[config.mk]
export PLATFORM = sky130hd
export DESIGN_NAME = uart_demod_rx_flat
export DESIGN_NICKNAME = d
export VERILOG_FILES = /design/src/rtl/uart_demod_rx_if.sv /design/src/rtl/uart_demod_rx.sv /design/src/flat_wrapper.sv
export SDC_FILE = /design/constraint.sdc
export NUM_CORES = 1
export LEC_CHECK = 0
export CAP_MARGIN = 10
export CORE_MARGIN = 2
export CORE_UTILIZATION = 40
export CTS_BUF_LIST = sky130_fd_sc_hd__clkbuf_4 sky130_fd_sc_hd__clkbuf_8 sky130_fd_sc_hd__clkbuf_16
export CTS_CLUSTER_SIZE = 24
export DETAILED_ROUTE_END_ITERATION = 12
export PLACE_DENSITY_LB_ADDON = 0.1
export SYNTH_ARGS = -nofsm -noshare
export SYNTH_HDL_FRONTEND = slang
export SYNTH_SLANG_ARGS = --single-unit
[constraint.sdc]
create_clock -name clk -period 3.1 [get_ports clk]
set_input_delay 0.775 -clock clk [delete_from_list [all_inputs] [get_ports clk]]
set_output_delay 0.775 -clock clk [all_outputs]
set_load 0.05 [all_outputs]
[src/rtl/uart_demod_rx_if.sv]
// Serial pin and reassembled-word outputs of the demod UART receiver.
// Signals: uart_rxd (serial in, idle high), demod_out/demod_valid (word + strobe),
//          frame_err/sync_err (error strobes), busy (bit receiver active).
interface uart_demod_rx_if;
    logic        uart_rxd;
    logic [11:0] demod_out;
    logic        demod_valid;
    logic        frame_err;
    logic        sync_err;
    logic        busy;

    // master: the receiver itself; slave: whoever drives the pin and consumes words
    modport master (
        input  uart_rxd,
        output demod_out, demod_valid, frame_err, sync_err, busy
    );
    modport slave (
        output uart_rxd,
        input  demod_out, demod_valid, frame_err, sync_err, busy
    );
endinterface

[src/rtl/uart_demod_rx.sv]
// Purpose: 8N1 UART receiver that pairs bytes {0000,d[11:8]} then d[7:0] into 12-bit demod words.
// Latency: demod_valid one cycle after the bottom byte's stop sample (~9.5 bit periods + 2-3 clk).
// Backpressure: none; words and error strobes are single-cycle pulses that must be taken when seen.
// Ports: clk, reset (async active-high), rx (uart_demod_rx_if.master: uart_rxd in; demod_out,
//        demod_valid, frame_err, sync_err, busy out).
module uart_demod_rx #(
    parameter int CLK_HZ       = 100000000,
    parameter int BIT_RATE     = 115200,
    parameter int TIMEOUT_BITS = 20
) (
    input  logic            clk,
    input  logic            reset,
    uart_demod_rx_if.master rx
);
    localparam int CLKS_PER_BIT = CLK_HZ / BIT_RATE;
    localparam int HALF_BIT     = CLKS_PER_BIT / 2;
    localparam int TIMEOUT_CYC  = TIMEOUT_BITS * CLKS_PER_BIT;
    localparam int CW           = $clog2(CLKS_PER_BIT + 1);
    localparam int TW           = $clog2(TIMEOUT_CYC + 1);

    localparam logic [CW-1:0] BIT_LAST  = CW'(CLKS_PER_BIT - 1);
    localparam logic [CW-1:0] HALF_LAST = CW'(HALF_BIT - 1);
    localparam logic [TW-1:0] TMO_LAST  = TW'(TIMEOUT_CYC - 1);

    // ------------------------------------------------------------------
    // Input synchroniser; rxs_d is kept for falling-edge detection.
    // Preset to 1 so a reset does not look like a start edge.
    // ------------------------------------------------------------------
    logic rx_meta, rxs, rxs_d;

    always_ff @(posedge clk or posedge reset) begin
        if (reset) begin
            rx_meta <= 1'b1;
            rxs     <= 1'b1;
            rxs_d   <= 1'b1;
        end else begin
            rx_meta <= rx.uart_rxd;
            rxs     <= rx_meta;
            rxs_d   <= rxs;
        end
    end

    // ------------------------------------------------------------------
    // Bit receiver
    // ------------------------------------------------------------------
    typedef enum logic [1:0] {IDLE, START, DATA, STOP} bit_state_t;

    bit_state_t    bit_state, bit_next;
    logic [CW-1:0] clk_cnt, clk_cnt_next;
    logic [2:0]    bit_idx, bit_idx_next;
    logic [7:0]    shreg, shreg_next;
    logic          byte_ok;   // stop bit sampled high this cycle; shreg holds the byte
    logic          stop_bad;  // stop bit sampled low this cycle

    always_ff @(posedge clk or posedge reset) begin
        if (reset) begin
            bit_state <= IDLE;
            clk_cnt   <= '0;
            bit_idx   <= '0;
            shreg     <= '0;
        end else begin
            bit_state <= bit_next;
            clk_cnt   <= clk_cnt_next;
            bit_idx   <= bit_idx_next;
            shreg     <= shreg_next;
        end
    end

    always_comb begin
        bit_next     = bit_state;
        clk_cnt_next = clk_cnt + 1'b1;
        bit_idx_next = bit_idx;
        shreg_next   = shreg;
        byte_ok      = 1'b0;
        stop_bad     = 1'b0;
        case (bit_state)
            IDLE: begin
                clk_cnt_next = '0;
                if (rxs_d && !rxs) begin
                    bit_next     = START;
                    bit_idx_next = '0;
                end
            end
            START: begin
                // Mid-start-bit check: a line that is high again was only a glitch.
                if (clk_cnt == HALF_LAST) begin
                    clk_cnt_next = '0;
                    bit_next     = rxs ? IDLE : DATA;
                end
            end
            DATA: begin
                if (clk_cnt == BIT_LAST) begin
                    clk_cnt_next = '0;
                    shreg_next   = {rxs, shreg[7:1]};
                    bit_idx_next = bit_idx + 1'b1;
                    if (bit_idx == 3'd7) begin
                        bit_next = STOP;
                    end
                end
            end
            STOP: begin
                // Back to IDLE at mid-stop so a start edge in the second half is caught.
                if (clk_cnt == BIT_LAST) begin
                    clk_cnt_next = '0;
                    bit_next     = IDLE;
                    if (rxs) begin
                        byte_ok = 1'b1;
                    end else begin
                        stop_bad = 1'b1;
                    end
                end
            end
            default: begin
                bit_next = IDLE;
            end
        endcase
    end

    // ------------------------------------------------------------------
    // Word assembler
    // ------------------------------------------------------------------
    typedef enum logic {WAIT_HI, WAIT_LO} asm_state_t;

    asm_state_t    asm_state, asm_next;
    logic [3:0]    hi_nib, hi_nib_next;
    logic [TW-1:0] tmo_cnt, tmo_cnt_next;
    logic [11:0]   demod_q, demod_next;
    logic          valid_q, valid_next;
    logic          ferr_q;
    logic          serr_q, serr_next;

    always_ff @(posedge clk or posedge reset) begin
        if (reset) begin
            asm_state <= WAIT_HI;
            hi_nib    <= '0;
            tmo_cnt   <= '0;
            demod_q   <= '0;
            valid_q   <= 1'b0;
            ferr_q    <= 1'b0;
            serr_q    <= 1'b0;
        end else begin
            asm_state <= asm_next;
            hi_nib    <= hi_nib_next;
            tmo_cnt   <= tmo_cnt_next;
            demod_q   <= demod_next;
            valid_q   <= valid_next;
            ferr_q    <= stop_bad;
            serr_q    <= serr_next;
        end
    end

    always_comb begin
        asm_next     = asm_state;
        hi_nib_next  = hi_nib;
        tmo_cnt_next = tmo_cnt;
        demod_next   = demod_q;
        valid_next   = 1'b0;
        serr_next    = 1'b0;
        case (asm_state)
            WAIT_HI: begin
                if (byte_ok) begin
                    if (shreg[7:4] == 4'h0) begin
                        hi_nib_next  = shreg[3:0];
                        tmo_cnt_next = '0;
                        asm_next     = WAIT_LO;
                    end else begin
                        serr_next = 1'b1;
                    end
                end
            end
            WAIT_LO: begin
                tmo_cnt_next = tmo_cnt + 1'b1;
                // Priority: accepted byte beats a coincident timeout; a framing
                // error drops the pair without also flagging sync_err.
                if (byte_ok) begin
                    demod_next = {hi_nib, shreg};
                    valid_next = 1'b1;
                    asm_next   = WAIT_HI;
                end else if (stop_bad) begin
                    asm_next = WAIT_HI;
                end else if (tmo_cnt == TMO_LAST) begin
                    serr_next = 1'b1;
                    asm_next  = WAIT_HI;
                end
            end
            default: begin
                asm_next = WAIT_HI;
            end
        endcase
    end

    assign rx.demod_out   = demod_q;
    assign rx.demod_valid = valid_q;
    assign rx.frame_err   = ferr_q;
    assign rx.sync_err    = serr_q;
    assign rx.busy        = (bit_state != IDLE);

endmodule

[src/flat_wrapper.sv]
// flat-port wrapper written by rule: the top's interface ports become plain ports
module uart_demod_rx_flat 
#(
    parameter int CLK_HZ       = 100000000,
    parameter int BIT_RATE     = 115200,
    parameter int TIMEOUT_BITS = 20
)
  (clk, reset, rx_uart_rxd, rx_demod_out, rx_demod_valid, rx_frame_err, rx_sync_err, rx_busy);
  uart_demod_rx_if rx_i ();
  input  logic clk;
  input  logic reset;
  input wire logic [$bits(rx_i.uart_rxd)-1:0] rx_uart_rxd;
  output wire logic [$bits(rx_i.demod_out)-1:0] rx_demod_out;
  output wire logic [$bits(rx_i.demod_valid)-1:0] rx_demod_valid;
  output wire logic [$bits(rx_i.frame_err)-1:0] rx_frame_err;
  output wire logic [$bits(rx_i.sync_err)-1:0] rx_sync_err;
  output wire logic [$bits(rx_i.busy)-1:0] rx_busy;
  assign rx_i.uart_rxd = rx_uart_rxd;
  assign rx_demod_out = rx_i.demod_out;
  assign rx_demod_valid = rx_i.demod_valid;
  assign rx_frame_err = rx_i.frame_err;
  assign rx_sync_err = rx_i.sync_err;
  assign rx_busy = rx_i.busy;
  uart_demod_rx #(.CLK_HZ(CLK_HZ), .BIT_RATE(BIT_RATE), .TIMEOUT_BITS(TIMEOUT_BITS)) u_core (.clk(clk), .reset(reset), .rx(rx_i));
endmodule
## Word level (Yosys, flattened, before mapping)

Cells that the tools add are included.

- Bits in registers: 61
- Word-level logic and storage cells: 81

- Add/sub/neg operators: 3
- Equal/unequal tests: 14
- Mux-type cells: 36
- Bitwise gates (word level): 1
- Reduce and logical (&&, ||, !) cells: 13

Operators with widths:

| operator | number |
|---|---|
| 15-bit 2-to-1 mux | 2 |
| 10-bit case mux with 3 select lines | 1 |
| 15-bit case mux with 2 select lines | 1 |
| 10-bit 2-to-1 mux | 2 |
| 1-bit 2-to-1 mux | 18 |
| 15-bit by 1-bit adder with 15-bit output (second input constant) | 1 |
| 15-bit == test (second input constant) | 1 |
| 2-bit by 1-bit inequality test with 1-bit output (second input constant) | 7 |
| 2-bit 2-to-1 mux | 6 |
| 10-bit by 1-bit adder with 10-bit output (second input constant) | 1 |
| 10-bit == test (second input constant) | 1 |
| 10-bit by 9-bit == test with 1-bit output (second input constant) | 1 |
| 2-bit case mux with 4 select lines | 1 |
| 3-bit 2-to-1 mux | 2 |
| 3-bit case mux with 2 select lines | 1 |
| 2-bit AND reduction | 3 |
| 3-bit AND reduction | 2 |
| 5-bit AND reduction | 1 |
| 2-bit == test (second input constant) | 2 |
| 4-bit zero test | 1 |
| 1-bit case mux with 2 select lines | 2 |
| 2-bit nonzero test | 2 |
| 3-bit by 1-bit adder with 3-bit output (second input constant) | 1 |
| 3-bit == test (second input constant) | 1 |
| 6 further kinds | 6 |

## Longest topological paths before layout

Gate-level depths: netlist (run 1).

- Depth after elaboration: 6
- Mapped depth: 6
- Gate-level depth less buffers: 6

## Least setup slack after synthesis (run 1)

Ideal clock, no wire load.

- Kind: register -> register
- From: reg u_core.clk_cnt[0]
- To: reg u_core.demod_q[0], in the netlist u_core.rx.demod_out[0]
- Setup time: 125 ps
- Arrival time: 1,754 ps
- Setup slack: 1,221 ps
- Stages on the path, launching flop included: 7
- Buffers on the path: 1
- Clock period less this slack: 1,879 ps
- Cells stage by stage: dfrtp_1 ha_1 and4bb_2 and4_1 nand2_1 buf_2 mux2_2

- Word-level cells in the longest chain between the ends: 4

Ends and longest elaborated chain:

| item | RTL line | text |
|---|---|---|
| start: declaration | uart_demod_rx.sv:49 | `logic [CW-1:0] clk_cnt, clk_cnt_next;` |
| start signal: assignment | uart_demod_rx.sv:63 | `clk_cnt <= clk_cnt_next;` |
| 10-bit == test | uart_demod_rx.sv:103 | `if (clk_cnt == BIT_LAST) begin` |
| 1-bit 2-to-1 mux | uart_demod_rx.sv:103 |  |
| 1-bit 2-to-1 mux | uart_demod_rx.sv:76 | `case (bit_state)` |
| 2-bit AND reduction (no source line) | n/a |  |
| end signal: assignment | uart_demod_rx.sv:145 | `demod_q <= demod_next;` |
| end: declaration | uart_demod_rx.sv:127 | `logic [11:0] demod_q, demod_next;` |

Every way passes these cells.
A chain may end at the register's enable or synchronous reset.

==> results of run 1 <==
[cells in the final DEF (no fill, tap or decap), drive strengths merged, types with 3 or more instances in the layout]
| cell type | n |
|---|---|
| o21ai | 11 |
| nor4 | 5 |
| clkbuf | 12 |
| nor3b | 3 |
| inv | 9 |
| or3b | 3 |
| nand2 | 14 |
| nor2 | 20 |
| clkdlybuf4s50 | 18 |
| xnor2 | 8 |
| dfrtp | 58 |
| nand4 | 9 |
| dfstp | 3 |
| and4 | 4 |
| mux2 | 25 |
| or2 | 4 |
| ha | 5 |
| xor2 | 6 |
| nand3 | 11 |
[routing by layer]
metal  wire length (microns)  vias up  share of wire
li1                        -      890              -
met3                     106        9          0.022
met1                    2430      877           0.50
met5                       0        -              0
met2                    2200       18           0.45
met4                     119        0          0.025
[worst max-delay path, stage by stage, from the launching register on]
cell	delay [ps]
sky130_fd_sc_hd__dfrtp_1	440
sky130_fd_sc_hd__or2_2	330
sky130_fd_sc_hd__clkdlybuf4s50_1	710
[registers in the layout (all words and copies together), names as in the netlist, named ones only]
| signal | count |
|---|---|
| u_core.tmo_cnt | 15 |
| u_core.rx.demod_out | 12 |
| u_core.bit_idx | 3 |
| u_core.rx.frame_err | 1 |
| u_core.asm_state | 1 |
| u_core.rx.sync_err | 1 |
| u_core.rx.demod_valid | 1 |
| u_core.rx_meta | 1 |
| u_core.rxs | 1 |
| u_core.bit_state | 1 |
| u_core.clk_cnt | 10 |
| u_core.hi_nib | 4 |
| u_core.shreg | 8 |
| u_core.rxs_d | 1 |
[through the flow]
| step | util | setup slack [ps] |
|---|---|---|
| finish | 0.477 | 509 |
| global route | 0.477 | 436 |
| CTS | 0.477 | 497 |
| detailed placement | 0.447 | 874 |
| global placement | 0.447 | 874 |
| floorplan | - | 817 |
[logic make-up after synthesis]
logic type	Yosys count	synth area share
muxes	25	0.103
adders and majority gates	5	0.0228
xor gates and xnor gates	14	0.0447
AOI/OAI and AO/OA	22	0.0548
and+or+nand+nor	91	0.194
DFF	61	0.558
buffers and inverters	15	0.0228
[path summary, 6_finish.rpt]
kind | from | end | slack, ps | depth (start not counted)
max in group asynchronous | reset | u_core.rxs | 1900 | 3
max | flip-flop | rx_busy | 510 | 2
min reg2reg | u_core.rx_meta | u_core.rxs | 360 | 0
max reg2reg | u_core.clk_cnt[0] | u_core.hi_nib[0] | 910 | 5
min | u_core.rx_meta | u_core.rxs | 360 | 0
min in group asynchronous | reset | u_core.tmo_cnt[7] | 810 | 3
[synthesized netlist by cell type (all sizes together) (3+ instances only)]
cell    n  share of area
and4    4          0.013
buf     5         0.0091
dfrtp  58           0.53
dfstp   3          0.029
ha      5          0.023
inv     9          0.012
mux2   25           0.10
nand2  14          0.019
nand3  11          0.020
nand4   9          0.021
nor2   20          0.027
nor3b   3          0.012
nor4    5          0.011
o21ai  11          0.021
or2     4         0.0091
or3b    3         0.0096
xnor2   8          0.026
xor2    6          0.019
[final cells by class]
type	count	area (sq um)	share of cell area
Inverter	9	33.8	0.0105
Sequential cell	61	1530	0.477
Multi-Input combinational cell	157	1150	0.358
Clock inverter	4	47.5	0.0148
Timing Repair Buffer	20	195	0.0609
Tap cell	80	100	0.0312
Clock buffer	12	153	0.0476
[where the power goes]
group          leakage (nW)  total (mW)  switching, mW  internal [mW]
clock                 0.103       0.710          0.302          0.408
combinational         0.507       0.122         0.0700         0.0518
sequential            0.832       0.881         0.0483          0.833
==> report_table.html, run 1 <==
<table>
<tr><th>Metric</th><th>Value</th></tr>
<tr><th colspan="2">Status</th></tr>
<tr><td>Status</td><td>complete, no violations</td></tr>
<tr><th colspan="2">STA</th></tr>
<tr><td>Relative slew margins</td><td>0.539</td></tr>
<tr><td>Peak clock frequency supported by timing</td><td>0.386 GHz</td></tr>
<tr><td>Worst-Margin Slew</td><td>around 690 ps</td></tr>
<tr><td>Fin crit share</td><td>0.836</td></tr>
<tr><td>Final setup vio count</td><td>0</td></tr>
<tr><td>Number of slew-limit violations in the final report</td><td>0</td></tr>
<tr><td>Worst setup skew after layout</td><td>approximately 7 ps</td></tr>
<tr><td>Fin. Hold Viols</td><td>0</td></tr>
<tr><td>Setup repair after global routing missed its margin</td><td>no</td></tr>
<tr><td>Hold_ws</td><td>358 ps</td></tr>
<tr><td>Post-route setup TNS</td><td>0 ps</td></tr>
<tr><td>Crit path time final</td><td>2590 ps</td></tr>
<tr><th colspan="2">Route</th></tr>
<tr><td>Number of DRC violations after detailed routing</td><td>0</td></tr>
<tr><td>Antenna viol nets, final</td><td>0</td></tr>
<tr><td>Average vias per placed instance</td><td>5.23</td></tr>
<tr><td>First-pass iteration count of the detailed router</td><td>4</td></tr>
<tr><td>First-iteration detailed-routing DRC count</td><td>87</td></tr>
<tr><td>Average wire length per cell after detail routing</td><td>14.2 microns</td></tr>
<tr><td>Final wirelength</td><td>~4900 microns</td></tr>
<tr><td>Vias after detailed routing</td><td>about 1800</td></tr>
<tr><th colspan="2">Floorplanning</th></tr>
<tr><td>Ports placed on the boundary</td><td>19</td></tr>
<tr><td>Y dimension of the die</td><td>slightly below 90 microns</td></tr>
<tr><td>Effective utilization at floorplan</td><td>0.408</td></tr>
<tr><td>Rows</td><td>30</td></tr>
<tr><td>Overall die width</td><td>between 80 and 90 microns</td></tr>
<tr><td>Core area</td><td>6720 sq um</td></tr>
<tr><td>Die Footprint</td><td>7530 sq um</td></tr>
<tr><th colspan="2">Place</th></tr>
<tr><td>Gp weighted congestion</td><td>0.781</td></tr>
<tr><td>Cell total after placement</td><td>327</td></tr>
<tr><td>Placement Cell Area</td><td>3010 sq um</td></tr>
<tr><td>Hpwl dp</td><td>3380 microns</td></tr>
<tr><td>I/O Buffers</td><td>18</td></tr>
<tr><th colspan="2">Power</th></tr>
<tr><td>Power density of the placed cells</td><td>534 nW/um^2</td></tr>
<tr><td>Total leakage power</td><td>1.44 nW</td></tr>
<tr><td>Post-layout power</td><td>1.71 mW</td></tr>
<tr><td>Worst IR Drop VDD</td><td>0.331 mV</td></tr>
<tr><th colspan="2">Global routing</th></tr>
<tr><td>Global-route wire length before repair</td><td>8450 microns</td></tr>
<tr><td>GRT overflow</td><td>0</td></tr>
<tr><td>Maximum number of pins on one net before global-route repair</td><td>36</td></tr>
<tr><td>Number of antenna violations at the first check in global routing</td><td>0</td></tr>
<tr><td>Number of global-route vias before repair</td><td>1741</td></tr>
<tr><td>Busiest grt layer</td><td>met2</td></tr>
<tr><td>GRT met1 Usage</td><td>0.196</td></tr>
<tr><td>Met2 demand-to-capacity share in global routing</td><td>0.218</td></tr>
<tr><td>GRT Util Overall</td><td>0.148</td></tr>
<tr><td>Global routing met3 resource utilization</td><td>0.0400</td></tr>
<tr><th colspan="2">Clocking</th></tr>
<tr><td>Hold buffers post-CTS</td><td>0</td></tr>
<tr><td>CTS tree</td><td>yes</td></tr>
<tr><td>Post-CTS clock slew at the launch and capture registers of the worst setup and hold paths</td><td>about 60 ps</td></tr>
<tr><td>Number of clock sinks</td><td>between 60 and 70</td></tr>
<tr><td>H-tree level count</td><td>3</td></tr>
<tr><td>Clock Tree Buf Depth</td><td>2</td></tr>
<tr><td>Master cell of the clock root buffer</td><td>sky130_fd_sc_hd__clkbuf_8</td></tr>
<tr><td>Later-pin clock latency in the skew report</td><td>~340 ps</td></tr>
<tr><td>Resize count post-CTS</td><td>0</td></tr>
<tr><td>TritonCTS buffer count</td><td>9</td></tr>
<tr><td>Post-CTS setup buffer count</td><td>0</td></tr>
<tr><th colspan="2">Final layout</th></tr>
<tr><td>Layout cells sized above 1</td><td>0.213</td></tr>
<tr><td>Antenna diode instance count</td><td>0</td></tr>
<tr><td>Layout fillers</td><td>626</td></tr>
<tr><td>Cell Count, Final, Fillers Out</td><td>roughly 340</td></tr>
<tr><td>Layout Nets</td><td>~270</td></tr>
<tr><td>Final standard cell area without fillers</td><td>roughly 3200 sq um</td></tr>
<tr><td>Layout overhead on the synthesized area</td><td>17.0%</td></tr>
<tr><th colspan="2">Synth</th></tr>
<tr><td>Count of distinct cell types in the synthesized netlist</td><td>40</td></tr>
<tr><td>Number of flops mapped to enable cells by yosys</td><td>0</td></tr>
<tr><td>Synth Warn #</td><td>0</td></tr>
<tr><td>Mapped Area</td><td>2740 sq um</td></tr>
<tr><td>Post-synth top flop</td><td>sky130_fd_sc_hd__dfrtp_1</td></tr>
<tr><td>Async set or reset register ratio after synthesis</td><td>1.00</td></tr>
<tr><td>Seq cells post-synth</td><td>61</td></tr>
<tr><td>Average cell area after synthesis</td><td>11.8 sq um</td></tr>
<tr><td>Fraction of the yosys area taken by sequential cells</td><td>0.558</td></tr>
<tr><td>Count of mapped cells out of synthesis</td><td>233</td></tr>
<tr><td>Syn_nets</td><td>241</td></tr>
<tr><th colspan="2">Flow run</th></tr>
<tr><td>Maximum Capacitance Violations</td><td>0</td></tr>
<tr><th colspan="2">Worst setup path</th></tr>
<tr><td>Crit start category</td><td>flip-flop</td></tr>
<tr><td>Nature of the critical path endpoint</td><td>output pin</td></tr>
<tr><td>Endpoint arrival time on the critical path</td><td>1820 ps</td></tr>
<tr><td>Crit path max fanout</td><td>7</td></tr>
<tr><td>Start-to-end type of the worst setup path</td><td>flip-flop to output pin</td></tr>
<tr><td>Critical path data required time</td><td>2320 ps</td></tr>
<tr><th colspan="2">Worst hold path</th></tr>
<tr><td>Type of the most critical hold path</td><td>flip-flop to flip-flop</td></tr>
</table>
Power figures use the tool's default switching activity.
==> run 2, diff against run 1 <==
==> constraint.sdc (replaced) <==
create_clock -name clk -period 2.6 [get_ports clk]
set_input_delay 0.65 -clock clk [delete_from_list [all_inputs] [get_ports clk]]
set_output_delay 0.65 -clock clk [all_outputs]
set_load 0.05 [all_outputs]
==> run 2 against run 1 <==
Global-route usage increased by 0.65 points. Wire length is 2.8% higher. Count of clock-buffer cells in the layout is the same. Combinational power up 20%. Utilization rose by 1.2 points. Highest routed layer unchanged. Critical path type unchanged. Non-clock buffer count grew 3. Sequential power is 19% higher.
==> report_table.html, run 2 (synthesized netlist as in run 1, its figures left out) <==
<table>
<tr><th>Metric</th><th>Value</th></tr>
<tr><th colspan="2">Power</th></tr>
<tr><td>Power density of the placed cells</td><td>682 nW/um^2</td></tr>
<tr><td>Total leakage power</td><td>1.48 nW</td></tr>
<tr><td>Worst IR Drop VDD</td><td>approximately 0.38 mV</td></tr>
<tr><td>Post-layout power</td><td>roughly 2.2 mW</td></tr>
<tr><th colspan="2">Clocking</th></tr>
<tr><td>Master cell of the clock root buffer</td><td>sky130_fd_sc_hd__clkbuf_8</td></tr>
<tr><td>CTS tree</td><td>yes</td></tr>
<tr><td>Later-pin clock latency in the skew report</td><td>340 ps</td></tr>
<tr><td>Hold buffers post-CTS</td><td>0</td></tr>
<tr><td>Number of clock sinks</td><td>61</td></tr>
<tr><td>H-tree level count</td><td>3</td></tr>
<tr><td>Post-CTS clock slew at the launch and capture registers of the worst setup and hold paths</td><td>60 ps</td></tr>
<tr><td>Clock Tree Buf Depth</td><td>2</td></tr>
<tr><td>Post-CTS setup buffer count</td><td>0</td></tr>
<tr><td>TritonCTS buffer count</td><td>9</td></tr>
<tr><td>Resize count post-CTS</td><td>0</td></tr>
<tr><th colspan="2">Status</th></tr>
<tr><td>Status</td><td>complete, no violations</td></tr>
<tr><th colspan="2">Worst setup path</th></tr>
<tr><td>Crit path max fanout</td><td>7</td></tr>
<tr><td>Critical path data required time</td><td>1950 ps</td></tr>
<tr><td>Start-to-end type of the worst setup path</td><td>flip-flop to output pin</td></tr>
<tr><td>Crit start category</td><td>flip-flop</td></tr>
<tr><td>Nature of the critical path endpoint</td><td>output pin</td></tr>
<tr><td>Setup slack of the worst register-to-register path</td><td>530 ps</td></tr>
<tr><td>Endpoint arrival time on the critical path</td><td>1810 ps</td></tr>
<tr><th colspan="2">STA</th></tr>
<tr><td>Final setup vio count</td><td>0</td></tr>
<tr><td>Worst-Margin Slew</td><td>511 ps</td></tr>
<tr><td>Post-route setup TNS</td><td>0 ps</td></tr>
<tr><td>Crit path time final</td><td>2460 ps</td></tr>
<tr><td>Fin crit share</td><td>0.945</td></tr>
<tr><td>Setup repair after global routing missed its margin</td><td>no</td></tr>
<tr><td>Worst setup skew after layout</td><td>8.13 ps</td></tr>
<tr><td>Relative slew margins</td><td>0.658</td></tr>
<tr><td>Number of slew-limit violations in the final report</td><td>0</td></tr>
<tr><td>Fin. Hold Viols</td><td>0</td></tr>
<tr><td>Peak clock frequency supported by timing</td><td>0.407 GHz</td></tr>
<tr><th colspan="2">Floorplanning</th></tr>
<tr><td>Die Footprint</td><td>7530 sq um</td></tr>
<tr><td>Core area</td><td>6720 sq um</td></tr>
<tr><td>Ports placed on the boundary</td><td>19</td></tr>
<tr><td>Overall die width</td><td>86.8 microns</td></tr>
<tr><td>Effective utilization at floorplan</td><td>0.408</td></tr>
<tr><td>Y dimension of the die</td><td>86.8 microns</td></tr>
<tr><td>Rows</td><td>30</td></tr>
<tr><th colspan="2">Flow run</th></tr>
<tr><td>Maximum Capacitance Violations</td><td>0</td></tr>
<tr><th colspan="2">Route</th></tr>
<tr><td>Vias after detailed routing</td><td>1814</td></tr>
<tr><td>Antenna viol nets, final</td><td>0</td></tr>
<tr><td>Average wire length per cell after detail routing</td><td>14.4 microns</td></tr>
<tr><td>First-iteration detailed-routing DRC count</td><td>41</td></tr>
<tr><td>Average vias per placed instance</td><td>5.24</td></tr>
<tr><td>Final wirelength</td><td>4990 microns</td></tr>
<tr><td>First-pass iteration count of the detailed router</td><td>4</td></tr>
<tr><td>Number of DRC violations after detailed routing</td><td>0</td></tr>
<tr><th colspan="2">Final layout</th></tr>
<tr><td>Leading cell type in the layout, fill and taps excluded</td><td>sky130_fd_sc_hd__dfrtp_1</td></tr>
<tr><td>Flip-flop count of the largest register, all copies and words added</td><td>15</td></tr>
<tr><td>Largest register by flop count</td><td>u_core.tmo_cnt</td></tr>
<tr><td>Cell Count, Final, Fillers Out</td><td>346</td></tr>
<tr><td>Layout cells sized above 1</td><td>0.222</td></tr>
<tr><td>Layout overhead on the synthesized area</td><td>20.0%</td></tr>
<tr><td>Top library cells by usage in the layout, fill and taps aside</td><td>sky130_fd_sc_hd__dfrtp_1 (58), sky130_fd_sc_hd__mux2_2 (21), sky130_fd_sc_hd__nor2_1 (20)</td></tr>
<tr><td>Layout fillers</td><td>600</td></tr>
<tr><td>Layout Nets</td><td>269</td></tr>
<tr><td>Antenna diode instance count</td><td>0</td></tr>
<tr><th colspan="2">Global routing</th></tr>
<tr><td>GRT overflow</td><td>0</td></tr>
<tr><td>Number of global-route vias before repair</td><td>between 1500 and 2000</td></tr>
<tr><td>Global-route wire length before repair</td><td>8860 microns</td></tr>
<tr><td>GRT Util Overall</td><td>0.154</td></tr>
<tr><td>Maximum number of pins on one net before global-route repair</td><td>62</td></tr>
<tr><td>Number of antenna violations at the first check in global routing</td><td>0</td></tr>
<tr><th colspan="2">Worst hold path</th></tr>
<tr><td>Type of the most critical hold path</td><td>flip-flop to flip-flop</td></tr>
<tr><th colspan="2">Place</th></tr>
<tr><td>Hpwl dp</td><td>3320 microns</td></tr>
<tr><td>Cell total after placement</td><td>330</td></tr>
<tr><td>Gp weighted congestion</td><td>0.726</td></tr>
<tr><td>I/O Buffers</td><td>18</td></tr>
</table>
==> run 2: metal layers <==
metal | track usage | wire (microns) | vias to the layer above
li1 | - | - | 893
met1 | 0.201 | 2460 | 893
met2 | 0.233 | 2280 | 17
met3 | 0.0410 | 127 | 11
met4 | 0.0852 | 121 | 0
met5 | 0 | 0 | -
==> run 2: final cells by class <==
| class | instances | area, sq um | share of cell area |
|---|---|---|---|
| Sequential cell | 61 | 1530 | 0.465 |
| Clock inverter | 4 | 95.1 | 0.0289 |
| Timing Repair Buffer | 23 | 230 | 0.0700 |
| Multi-Input combinational cell | 157 | 1150 | 0.349 |
| Clock buffer | 12 | 153 | 0.0464 |
| Inverter | 9 | 33.8 | 0.0103 |
| Tap cell | 80 | 100 | 0.0304 |
==> run 2: worst max-delay path: stages (launching register included) <==
cell	delay, ps
sky130_fd_sc_hd__dfrtp_1	440
sky130_fd_sc_hd__or2_2	330
sky130_fd_sc_hd__clkdlybuf4s50_1	700
==> run 2: path summary, 6_finish.rpt <==
| kind | from | end | cells past startpoint |
|---|---|---|---|
| worst max-delay path | flip-flop | rx_busy | 2 |
| worst min-delay path | u_core.rx_meta | u_core.rxs | 0 |
| worst max register to register | u_core.clk_cnt[0] | u_core.hi_nib[1] | 5 |
| worst min register to register | u_core.rx_meta | u_core.rxs | 0 |
| max in group asynchronous | reset | u_core.rxs_d | 3 |
| min in group asynchronous | reset | u_core.tmo_cnt[13] | 3 |
==> run 2: per-stage QoR <==
| step | hold slack, ps | util | setup WS, ps | cell area (sq um) |
|---|---|---|---|---|
| 2_1_floorplan | 345 | - | 442 | 2740 |
| 3_3_place_gp | 346 | 0.453 | 491 | 3040 |
| 3_5_place_dp | 347 | 0.453 | 496 | 3040 |
| 4_1_cts | 357 | 0.490 | 113 | 3290 |
| 5_1_grt | 359 | 0.490 | 70.0 | 3290 |
| 6_report | 356 | 0.490 | 143 | 3290 |
==> run 2: power breakdown <==
group / switching (mW) / internal [mW] / total, mW / leakage [nW]
Clock: 0.367 / 0.683 / 1.05 / 0.127
Sequential: 0.0545 / 0.993 / 1.05 / 0.832
Combinational: 0.0833 / 0.0633 / 0.147 / 0.526
==> run 3, diff against run 2 <==
--- a/config.mk
+++ b/config.mk
@@ -11,7 +11,9 @@
 export CTS_BUF_LIST = sky130_fd_sc_hd__clkbuf_4 sky130_fd_sc_hd__clkbuf_8 sky130_fd_sc_hd__clkbuf_16
 export CTS_CLUSTER_SIZE = 24
 export DETAILED_ROUTE_END_ITERATION = 12
-export PLACE_DENSITY_LB_ADDON = 0.1
+export PLACE_DENSITY = 0.68
+export RECOVER_POWER = 50
+export REMOVE_ABC_BUFFERS = 1
 export SYNTH_ARGS = -nofsm -noshare
 export SYNTH_HDL_FRONTEND = slang
 export SYNTH_SLANG_ARGS = --single-unit
==> run 3 against run 2 <==
Global-route usage decreased by 0.78 points. Die area stayed put. Power fell by 10%. Critical endpoint unchanged. Largest cell class unchanged. Highest routed layer unchanged. Fmax is 0.67% lower. Non-clock buffer count down 1.
==> report_table.html, run 3 (synthesized netlist as in run 1, its figures left out) <==
<table>
<tr><th>Metric</th><th>Value</th></tr>
<tr><th colspan="2">Status</th></tr>
<tr><td>Status</td><td>complete, no violations</td></tr>
<tr><th colspan="2">Power</th></tr>
<tr><td>Part of the total power dissipated in sequential elements</td><td>0.522</td></tr>
<tr><td>Worst IR Drop VDD</td><td>0.377 mV</td></tr>
<tr><td>Power density of the placed cells</td><td>between 600 and 700 nW/um^2</td></tr>
<tr><td>Gate power share</td><td>0.069</td></tr>
<tr><td>Cell internal power dissipation</td><td>roughly 1.5 mW</td></tr>
<tr><td>Post-layout power</td><td>2.02 mW</td></tr>
<tr><td>Switching part of the total</td><td>0.255</td></tr>
<tr><td>Total leakage power</td><td>1.44 nW</td></tr>
<tr><td>Fraction of power consumed by the clock network</td><td>0.408</td></tr>
<tr><td>NetSw</td><td>about 0.5 mW</td></tr>
<tr><th colspan="2">Route</th></tr>
<tr><td>Antenna viol nets, final</td><td>0</td></tr>
<tr><td>Final wirelength</td><td>4760 microns</td></tr>
<tr><td>First-iteration detailed-routing DRC count</td><td>116</td></tr>
<tr><td>Number of DRC violations after detailed routing</td><td>0</td></tr>
<tr><td>First-pass iteration count of the detailed router</td><td>4</td></tr>
<tr><td>Average vias per placed instance</td><td>5.33</td></tr>
<tr><td>Vias after detailed routing</td><td>about 1800</td></tr>
<tr><td>Average wire length per cell after detail routing</td><td>roughly 14 microns</td></tr>
<tr><th colspan="2">STA</th></tr>
<tr><td>Hold_ws</td><td>364 ps</td></tr>
<tr><td>Post-route setup TNS</td><td>0 ps</td></tr>
<tr><td>Worst setup skew after layout</td><td>8.94 ps</td></tr>
<tr><td>Final setup vio count</td><td>0</td></tr>
<tr><td>Crit path time final</td><td>2470 ps</td></tr>
<tr><td>Relative slew margins</td><td>0.454</td></tr>
<tr><td>Fin. Hold Viols</td><td>0</td></tr>
<tr><td>Setup repair after global routing missed its margin</td><td>no</td></tr>
<tr><td>Worst-Margin Slew</td><td>820 ps</td></tr>
<tr><td>Number of slew-limit violations in the final report</td><td>0</td></tr>
<tr><td>Fin crit share</td><td>0.951</td></tr>
<tr><td>Peak clock frequency supported by timing</td><td>0.404 GHz</td></tr>
<tr><th colspan="2">Global routing</th></tr>
<tr><td>Number of global-route vias before repair</td><td>~1800</td></tr>
<tr><td>Maximum number of pins on one net before global-route repair</td><td>35</td></tr>
<tr><td>Global-route wire length before repair</td><td>8490 microns</td></tr>
<tr><td>GRT overflow</td><td>0</td></tr>
<tr><td>Number of antenna violations at the first check in global routing</td><td>0</td></tr>
<tr><td>GRT Util Overall</td><td>0.146</td></tr>
<tr><th colspan="2">Floorplanning</th></tr>
<tr><td>Y dimension of the die</td><td>between 80 and 90 microns</td></tr>
<tr><td>Effective utilization at floorplan</td><td>0.408</td></tr>
<tr><td>Rows</td><td>30</td></tr>
<tr><td>Overall die width</td><td>86.8 microns</td></tr>
<tr><td>Ports placed on the boundary</td><td>19</td></tr>
<tr><td>Core area</td><td>~6700 sq um</td></tr>
<tr><td>Die Footprint</td><td>~7500 sq um</td></tr>
<tr><th colspan="2">Final layout</th></tr>
<tr><td>Largest register by flop count</td><td>u_core.tmo_cnt</td></tr>
<tr><td>Flip-flop count of the largest register, all copies and words added</td><td>15</td></tr>
<tr><td>Layout Nets</td><td>approximately 270</td></tr>
<tr><td>Layout cells sized above 1</td><td>0.197</td></tr>
<tr><td>Antenna diode instance count</td><td>0</td></tr>
<tr><td>Final standard cell area without fillers</td><td>approximately 3200 sq um</td></tr>
<tr><td>Leading cell type in the layout, fill and taps excluded</td><td>sky130_fd_sc_hd__dfrtp_1</td></tr>
<tr><td>Top library cells by usage in the layout, fill and taps aside</td><td>sky130_fd_sc_hd__dfrtp_1 (58), sky130_fd_sc_hd__mux2_2 (21), sky130_fd_sc_hd__nor2_1 (20)</td></tr>
<tr><td>Layout overhead on the synthesized area</td><td>17.0%</td></tr>
<tr><td>Core utilization of the finished layout</td><td>0.477</td></tr>
<tr><td>Layout fillers</td><td>approximately 610</td></tr>
<tr><th colspan="2">Place</th></tr>
<tr><td>I/O Buffers</td><td>18</td></tr>
<tr><td>Gp weighted congestion</td><td>0.793</td></tr>
<tr><td>Placement Cell Area</td><td>about 3000 sq um</td></tr>
<tr><td>Hpwl dp</td><td>3230 microns</td></tr>
<tr><th colspan="2">Worst setup path</th></tr>
<tr><td>Crit path max fanout</td><td>7</td></tr>
<tr><td>Endpoint arrival time on the critical path</td><td>1820 ps</td></tr>
<tr><td>Top Family by Delay on Critical Path</td><td>buffers and inverters</td></tr>
<tr><td>Master of the slowest instance on the critical path</td><td>sky130_fd_sc_hd__clkdlybuf4s50_1</td></tr>
<tr><td>Start-to-end type of the worst setup path</td><td>flip-flop to output pin</td></tr>
<tr><td>Critical path data required time</td><td>1950 ps</td></tr>
<tr><td>Worst path buffer plus inverter count</td><td>1</td></tr>
<tr><td>Nature of the critical path endpoint</td><td>output pin</td></tr>
<tr><td>Crit start category</td><td>flip-flop</td></tr>
<tr><td>Crit-path cells</td><td>or2_2 &gt; clkdlybuf4s50_1</td></tr>
<tr><td>Largest stage delay on the critical path</td><td>about 700 ps</td></tr>
<tr><td>Setup slack of the worst register-to-register path</td><td>500 ps</td></tr>
<tr><th colspan="2">Clocking</th></tr>
<tr><td>Master cell of the clock root buffer</td><td>sky130_fd_sc_hd__clkbuf_8</td></tr>
<tr><td>TritonCTS buffer count</td><td>9</td></tr>
<tr><td>Number of clock sinks</td><td>slightly above 60</td></tr>
<tr><td>CTS tree</td><td>yes</td></tr>
<tr><td>Post-CTS setup buffer count</td><td>0</td></tr>
<tr><td>Later-pin clock latency in the skew report</td><td>around 340 ps</td></tr>
<tr><td>Hold buffers post-CTS</td><td>0</td></tr>
<tr><td>Clock Tree Buf Depth</td><td>2</td></tr>
<tr><td>Resize count post-CTS</td><td>0</td></tr>
<tr><td>H-tree level count</td><td>3</td></tr>
<tr><td>Post-CTS clock slew at the launch and capture registers of the worst setup and hold paths</td><td>70 ps</td></tr>
<tr><th colspan="2">Flow run</th></tr>
<tr><td>Maximum Capacitance Violations</td><td>0</td></tr>
<tr><th colspan="2">Worst hold path</th></tr>
<tr><td>Type of the most critical hold path</td><td>flip-flop to flip-flop</td></tr>
</table>
-- run 3: changes by cell type in the layout (fill, tap and decap cells not counted), moves of 2 or more --
cell,delta
sky130_fd_sc_hd__clkinvlp_4,+2
sky130_fd_sc_hd__bufinv_16,-2
sky130_fd_sc_hd__clkdlybuf4s50_1,-2
sky130_fd_sc_hd__buf_4,-3
sky130_fd_sc_hd__clkbuf_1,+2
sky130_fd_sc_hd__clkinv_4,+2
sky130_fd_sc_hd__dlygate4sd3_1,+2
-- run 3: final timing paths --
kind,depth (start not counted),from,endpoint
setup reg to reg,5,u_core.clk_cnt[0],u_core.shreg[5]
max in group asynchronous,3,reset,u_core.bit_state[0]
min in group asynchronous,2,reset,u_core.rx.demod_out[8]
hold reg to reg,0,u_core.rx_meta,u_core.rxs
hold / removal,0,u_core.rx_meta,u_core.rxs
setup / recovery,2,flip-flop,rx_busy
-- run 3: final cells by class --
type / count / area (sq um) / share of cell area
flip-flops and latches: 61 / 1530 / 0.477
multi-input cells: 157 / 1150 / 0.358
repair buffers: 22 / 200 / 0.0625
clock buffers: 10 / 131 / 0.0410
well taps: 80 / 100 / 0.0312
clock inverters: 5 / 62.6 / 0.0195
inverters: 9 / 33.8 / 0.0105
-- run 3: through the flow --
stage                     cells  worst slack, ps
after floorplan             227              442
after global placement      329              497
after detailed placement    329              485
after CTS                   344              118
after global routing        344             81.0
final                       344              126
-- run 3: layer usage --
metal | vias to the layer above | part of all wire | global-route usage
met5 | - | 0 | 0
met4 | 0 | 0.024 | 0.0838
met3 | 11 | 0.037 | 0.0362
met2 | 35 | 0.44 | 0.208
met1 | 894 | 0.50 | 0.202
li1 | 893 | - | -
-- run 3: power groups by stage --
stage          Clock (mW)  Combinational, mW  Sequential [mW]
2_1_floorplan           0              0.113             1.05
3_3_place_gp            0              0.146             1.07
3_5_place_dp            0              0.147             1.07
4_1_cts             0.847              0.148             1.05
5_1_grt             0.893              0.159             1.06
6_report            0.824              0.140             1.05
